--- src/rtl/store_buffer.sv ---
// Store path from MEM stage to the data-memory bus: byte-lane decode, misalignment
// trap, in-order DEPTH-entry write FIFO with req/ack drain, and load-hit detection.
module store_buffer #(
  parameter int DATA_W = 32,
  parameter int ADDR_W = 32,
  parameter int DEPTH  = 4,
  localparam int NB = DATA_W / 8,
  localparam int OW = $clog2(NB),
  localparam int PW = $clog2(DEPTH),
  localparam int CW = PW + 1
) (
  input  logic              i_clk,
  input  logic              i_reset,
  input  logic              i_st_valid,
  input  logic [1:0]        i_st_type,
  input  logic [ADDR_W-1:0] i_st_addr,
  input  logic [31:0]       i_st_data,
  output logic              o_st_ready,
  output logic              o_st_exc,
  output logic [ADDR_W-1:0] o_st_badaddr,
  output logic              o_mem_req,
  input  logic              i_mem_ack,
  output logic [ADDR_W-1:0] o_mem_addr,
  output logic [NB-1:0]     o_mem_byteen,
  output logic [DATA_W-1:0] o_mem_wdata,
  input  logic [ADDR_W-1:0] i_ld_addr,
  output logic              o_ld_hit,
  output logic [CW-1:0]     o_count
);

  typedef struct packed {
    logic [ADDR_W-1:0] addr;
    logic [NB-1:0]     be;
    logic [DATA_W-1:0] data;
  } entry_t;

  entry_t            r_q [DEPTH];
  logic [DEPTH-1:0]  r_vld;
  logic [PW-1:0]     r_head, r_tail;
  logic [CW-1:0]     r_count;
  logic              r_exc;
  logic [ADDR_W-1:0] r_badaddr;

  logic [OW-1:0]     w_off;
  logic [NB-1:0]     w_mask, w_be;
  logic [DATA_W-1:0] w_dat, w_wd;
  logic              w_align, w_offer, w_push, w_pop, w_bad;
  logic              w_full, w_empty, w_req;
  logic [DEPTH-1:0]  w_hit;
  entry_t            w_head;

  // Size decode: mask/data are right-justified, then shifted into lane position.
  always_comb begin
    w_off   = i_st_addr[OW-1:0];
    w_mask  = '0;
    w_dat   = '0;
    w_align = 1'b0;
    case (i_st_type)
      2'd1: begin
        w_mask  = NB'(4'hF);
        w_dat   = DATA_W'(i_st_data);
        w_align = (w_off[1:0] == 2'b00);
      end
      2'd2: begin
        w_mask  = NB'(2'h3);
        w_dat   = DATA_W'(i_st_data[15:0]);
        w_align = ~w_off[0];
      end
      2'd3: begin
        w_mask  = NB'(1'b1);
        w_dat   = DATA_W'(i_st_data[7:0]);
        w_align = 1'b1;
      end
      default: ;
    endcase
    w_be = w_mask << w_off;
    w_wd = w_dat << {w_off, 3'b000};
  end

  assign w_full     = (r_count == CW'(DEPTH));
  assign w_empty    = (r_count == '0);
  assign w_req      = ~w_empty;
  assign o_st_ready = ~w_full & ~i_reset;
  assign w_offer    = i_st_valid & o_st_ready & (i_st_type != 2'd0);
  assign w_push     = w_offer & w_align;
  assign w_bad      = w_offer & ~w_align;
  assign w_pop      = w_req & i_mem_ack;

  always_ff @(posedge i_clk) begin
    if (i_reset) begin
      r_head    <= '0;
      r_tail    <= '0;
      r_count   <= '0;
      r_vld     <= '0;
      r_exc     <= 1'b0;
      r_badaddr <= '0;
    end else begin
      r_exc <= w_bad;
      if (w_bad) r_badaddr <= i_st_addr;
      // Push and pop never target the same slot: that needs full or empty.
      if (w_pop) begin
        r_vld[r_head] <= 1'b0;
        r_head        <= r_head + 1'b1;
      end
      if (w_push) begin
        r_vld[r_tail] <= 1'b1;
        r_tail        <= r_tail + 1'b1;
      end
      r_count <= r_count + CW'(w_push) - CW'(w_pop);
    end
  end

  always_ff @(posedge i_clk) begin
    if (w_push) begin
      r_q[r_tail].addr <= {i_st_addr[ADDR_W-1:OW], OW'(0)};
      r_q[r_tail].be   <= w_be;
      r_q[r_tail].data <= w_wd;
    end
  end

  for (genvar gi = 0; gi < DEPTH; gi++) begin : g_hit
    assign w_hit[gi] = r_vld[gi] &&
                       (r_q[gi].addr[ADDR_W-1:OW] == i_ld_addr[ADDR_W-1:OW]);
  end

  assign w_head       = r_q[r_head];
  assign o_mem_req    = w_req;
  assign o_mem_addr   = w_req ? w_head.addr : '0;
  assign o_mem_byteen = w_req ? w_head.be   : '0;
  assign o_mem_wdata  = w_req ? w_head.data : '0;
  assign o_ld_hit     = |w_hit;
  assign o_count      = r_count;
  assign o_st_exc     = r_exc;
  assign o_st_badaddr = r_badaddr;

endmodule
--- config.mk ---
export PLATFORM = sky130hd
export DESIGN_NAME = store_buffer
export DESIGN_NICKNAME = d
export VERILOG_FILES = /design/src/rtl/store_buffer.sv
export SDC_FILE = /design/constraint.sdc
export NUM_CORES = 1
export LEC_CHECK = 0
export CAP_MARGIN = 20
export CORE_ASPECT_RATIO = 1.5
export CORE_UTILIZATION = 54
export DETAILED_ROUTE_END_ITERATION = 6
export PLACE_DENSITY = 0.78
export SLEW_MARGIN = 20
export SYNTH_ARGS = -nofsm -noshare
export SYNTH_HDL_FRONTEND = slang
export SYNTH_SLANG_ARGS = --single-unit
export TNS_END_PERCENT = 10
--- constraint.sdc ---
create_clock -name i_clk -period 4.91 [get_ports i_clk]
set_input_delay 1.2275 -clock i_clk [delete_from_list [all_inputs] [get_ports i_clk]]
set_output_delay 1.2275 -clock i_clk [all_outputs]
set_load 0.01 [all_outputs]
Word-level counts from Yosys, hierarchy flattened. Memories as Yosys holds them, arrays and structs flattened. A register that Yosys moved wholly into a read port is not among the register bits. Index checks and enable logic that the tools add are counted.

Multiply operators: 0. Equality and inequality tests: 8. Order comparisons: 4. Muxes and demuxes: 17. Divide/modulo/power cells: 0. Bitwise operators: 14. Add/sub/neg operators: 4. Shifts and indexed selects: 2. Reductions and logical operators: 10.

Operator list (count): 30-bit equality test (4); 32-bit one-hot mux with 3 select lines (1); 32-bit 2-to-1 mux (2); 32-bit by 5-bit left shift with 32-bit output (1); 4-bit 2-to-1 mux (4); 4-bit one-hot mux with 3 select lines (1); 1-bit AND (6); 1-bit logical AND (6); 2-bit by 3-bit less-than comparator with 1-bit output, second input constant (2); 1-bit NOT (5); 2-bit by 1-bit adder with 2-bit output, second input constant (2); 4-bit AND (1); 1-bit demux with 2-bit select (2); 2-bit equality test, second input constant (2); 2-bit by 1-bit greater-or-equal comparator with 1-bit output, second input constant (2); 1-bit 2-to-1 mux (4); 2-bit 2-to-1 mux (2); 4-bit NOT (1); 4-bit bitwise OR (1); 4-bit OR reduction (1); 4-bit by 2-bit left shift with 4-bit output (1); 3-bit by 1-bit adder with 3-bit output (1); 3-bit equality test, second input constant (1); 3-bit zero test (1); other kinds (5) (5).

ROM bits: 0. Output and inout port bits: 107. Memory bits (writable): 264. Bits in registers: 44. Input port bits: 102. Bits in latches: 0. Memories: 1.

Memory list: r_q (words 4, bits a word 66, rd ports 5, clocked after Yosys merged registers in 1, write ports 1, line 37) `entry_t r_q [DEPTH];`.

Depth between registers and ports, before layout.
Depth after elaboration: 10. Mapped depth: 14.

Least setup slack after synthesis. Ideal clock, no wire load.

Path kind: input-to-reg. Start point: in i_st_type[1]. End point: mem r_q[0][0] (netlist bit) (enable). Stages: 8. Arrival time: 3.902 ns. Setup time: 0.431 ns. Buffers on the path: 2. Setup slack: 0.577 ns. Required time: 4.479 ns. Path through: inv_1 -> ha_1 -> nor3_1 -> or2_0 -> buf_2 -> nor3b_2 -> buf_2 -> and2_1.

Cells in the longest elaborated chain, start to end: 5.

Ends and longest elaborated chain: from (decl) (line 15) `input logic [1:0] i_st_type,`; 2-bit equality test, or another cell as far along (line 58) `case (i_st_type)`; 1-bit one-hot mux with 3 select lines or 1-bit AND (tied branches) (line 58, 84); 1-bit AND (*) (line 85) `assign w_push = w_offer & w_align;`; 1-bit 2-to-1 mux (*) (line 114) `if (w_push) begin`; 1-bit 2-to-1 mux (implied by the code) (*) (line 117) `r_q[r_tail].data <= w_wd;`; to (decl) (line 37).

Every way passes the cells marked *; elsewhere a longest branch is shown, timed or not.

Final worst setup path.
Start point: in i_ld_addr[9]. End point: out o_ld_hit.

Cells in the longest elaborated chain, start to end: 3.

Ends and longest elaborated chain: from (decl) (line 26) `input logic [ADDR_W-1:0] i_ld_addr,`; 30-bit equality test (line 123) `(r_q[gi].addr[ADDR_W-1:OW] == i_ld_addr[ADDR_W-1:OW]);`; 1-bit logical AND (line 122) `assign w_hit[gi] = r_vld[gi] &&`; 4-bit OR reduction (*) (line 131) `assign o_ld_hit = |w_hit;`; to (decl) (line 27) `output logic o_ld_hit,`.

Marked as above.

==> results.json <==
{
  "gp_congestion": 0.962,
  "wl_per_cell_um": 22.8,
  "initial_core_util_pct": 55.1,
  "rsz0062_at_grt": "false",
  "syn_area_um2": 13800,
  "cp-start-kind": "input pin",
  "finalSetupViolations": 0,
  "tightest_slew_ns": 0.974,
  "slowest_delay_ns": 0.54,
  "first_global_vias": 8362,
  "r2r-end": "o_count[2]",
  "num_rows": 71,
  "drive_gt1_share_pct": 13.8,
  "reg2reg_depth": 8,
  "rrSetupSlack_ns": 1.91,
  "crit_family": "buffers and inverters",
  "drc": 7,
  "fin_nets": 1219,
  "yosys.area.top_type": "edfxtp_1",
  "max_freq_ghz": 0.215,
  "clock-sinks": 310,
  "ir_drop_v": 0.000367,
  "timing.max_cap.violations": 0,
  "area_delta_synth_final_pct": 25.0,
  "die-area_um2": 26300,
  "grt-ovfl-total": 0,
  "p_leak_uw": 0.00588,
  "ys_async_sr_fraction_pct": 0,
  "critPathBufInv": 3,
  "synth_top_area_share_pct": 57.3,
  "drt_iter0_drc": 540,
  "post_cts.repair.setup_buffers": 0,
  "seq_area_frac_synth_pct": 63.9,
  "synthFlopType": "edfxtp_1",
  "cp_common_cell": "nand4_1",
  "ys_seq_elements": 310,
  "hpwl_um": 23200,
  "grt.total_usage_pct": 25.8,
  "numCtsBuffers": 28,
  "hp-class": "flop to flop",
  "cts_hold_buf": 0,
  "skew_ns": 0.0135,
  "clkLatencyLatePin_ns": 0.54,
  "clk_pin_slew_ns": 0.06,
  "core_um2": 25100,
  "finalHoldViolations": 0,
  "cp_max_fo": 2,
  "ios": 209,
  "power_density_nw_per_um2": 422,
  "via_per_inst": 5.70,
  "antenna_left": 0,
  "syn_inst": 890,
  "synth.area.top_cells": "edfxtp_1 57%, mux4_2 11%, dfxtp_1 6.7%",
  "grt_max_degree": 55,
  "fin_crit_sh_pct": 94.9,
  "path_cells": "clkdlybuf4s50_1 > xnor2_1 > nand4_1 > nor4_1 > buf_4 > nand4_1 > nand4_1 > clkdlybuf4s50_1",
  "grt_pass1_wl_um": 49800,
  "worstHoldStart": "o_st_badaddr[0]",
  "root_buffer": "clkbuf_16",
  "fp.dieW_um": 133,
  "min_period_ns": 4.66,
  "post-place-cells": 1399,
  "post_cts_resized": 0,
  "crit_start": "i_ld_addr[9]",
  "violations": "DRC",
  "avgSynthCellArea_um2": 15.6,
  "synth_warnings": 0,
  "crit_type": "input pin to primary output",
  "via_count": 8266,
  "cts_max_path_buffers": 3,
  "cts-htree-levels": 1,
  "wirelength_um": 33000,
  "slew_headroom_pct": 35.0,
  "antenna_found_initial": 0,
  "tns_ns": 0,
  "reg2reg_from": "o_count[0]",
  "synth_most_common_cell": "edfxtp_1",
  "dr.pass1.iters": 7,
  "io_buffer_count": 204,
  "cts_tree": "yes",
  "crit_path_end_kind": "primary output",
  "nFillCells": 1728,
  "synth_cell_type_count": 39,
  "status": "finished, violations left",
  "holdPathStages": 2,
  "synth_top_cells_by_count": "264 x edfxtp_1, 85 x and2_1, 80 x xnor2_1",
  "fp.dieH_um": 198,
  "maxSlewViolCount": 0,
  "synth-edff-count": 264,
  "holdPathEnd": "o_st_badaddr[0]",
  "cp.required_ns": 3.68,
  "fin_cells": 1451,
  "crit_slowest_cell": "clkdlybuf4s50_1",
  "arrival_ns": 3.43
}
[per-stage QoR]
stage	area (um^2)	hold WS (ns)	total power [uW]	setup WS, ns	util, %
global route	17300	0.521	7610	0.167	68.9
global placement	16400	0.469	5150	0.245	65.1
floorplan	13900	0.465	4180	0.577	-
CTS	17300	0.488	7390	0.267	68.9
finish	17300	0.484	7310	0.252	68.9
detailed placement	16400	0.476	5160	0.269	65.1
[how the worst max path moves through the flow]
stage | end | cells after the start
5_1_grt | o_ld_hit | 8
3_5_place_dp | o_ld_hit | 8
6_report | o_ld_hit | 8
3_3_place_gp | o_ld_hit | 7
4_1_cts | o_ld_hit | 8
2_1_floorplan | r_q[0][0] | 8
[where the power goes]
part | switching, uW | internal [uW] | total [uW]
logic | 883 | 1160 | 2040
registers | 118 | 2920 | 3040
clock network | 937 | 1290 | 2220
total | 1940 | 5370 | 7310
[placed cells by master, fill, tap and decap left out, types with 4 or more instances in the layout]
cell type / n
a21oi_1: 7
a22oi_1: 4
a32oi_1: 10
and2_1: 81
and2_2: 4
buf_12: 5
buf_4: 29
bufinv_16: 4
clkbuf_1: 7
clkbuf_16: 28
clkdlybuf4s50_1: 203
clkinv_2: 5
dfxtp_1: 44
edfxtp_1: 264
ha_1: 15
inv_1: 14
mux2i_1: 42
mux4_2: 66
nand2_1: 19
nand4_1: 25
nor2_1: 50
nor2b_1: 4
nor4_1: 16
o21ai_0: 13
o22ai_1: 5
xnor2_1: 80
xor2_1: 44
[flip-flops by register name, indices dropped and copies added, names as in the netlist, named ones only]
signal        cells
o_st_badaddr     32
o_count           3
r_head            2
r_q             264
r_tail            2
o_st_exc          1
r_vld             4
[cell type report]
type                       count  area, um^2  area share (%)
antenna                        1        2.50          0.0145
timing repair buffer         238        2350            13.6
clock inverter                15         203            1.17
sequential                   310        8850            51.1
clock buffer                  36         741            4.28
inverter                      14        52.6           0.304
tap                          328         410            2.37
multi-input combinational    509        4700            27.1
[logic make-up after synthesis]
group | Yosys count | synth area share (%)
buffers and inverters | 72 | 2.26
other | 1 | 0.0271
adders and majority gates | 16 | 1.50
AOI/OAI and AO/OA | 46 | 2.32
and+or+nand+nor | 213 | 8.38
DFF | 310 | 63.9
muxes | 108 | 13.8
xor gates and xnor gates | 124 | 7.84
[tightest hold or removal path: stages (launching register included)]
cell,delay (ns)
dfxtp_1,0.31
nand3b_1,0.08
o21ai_1,0.05
[per-layer routing]
metal	GRT usage [%]	wire length [um]
met3	3.46	1900
met5	0	0
met2	48.1	18000
met4	10.5	1250
met1	29.8	11900
No activity file was read; power rests on OpenSTA's default activity.
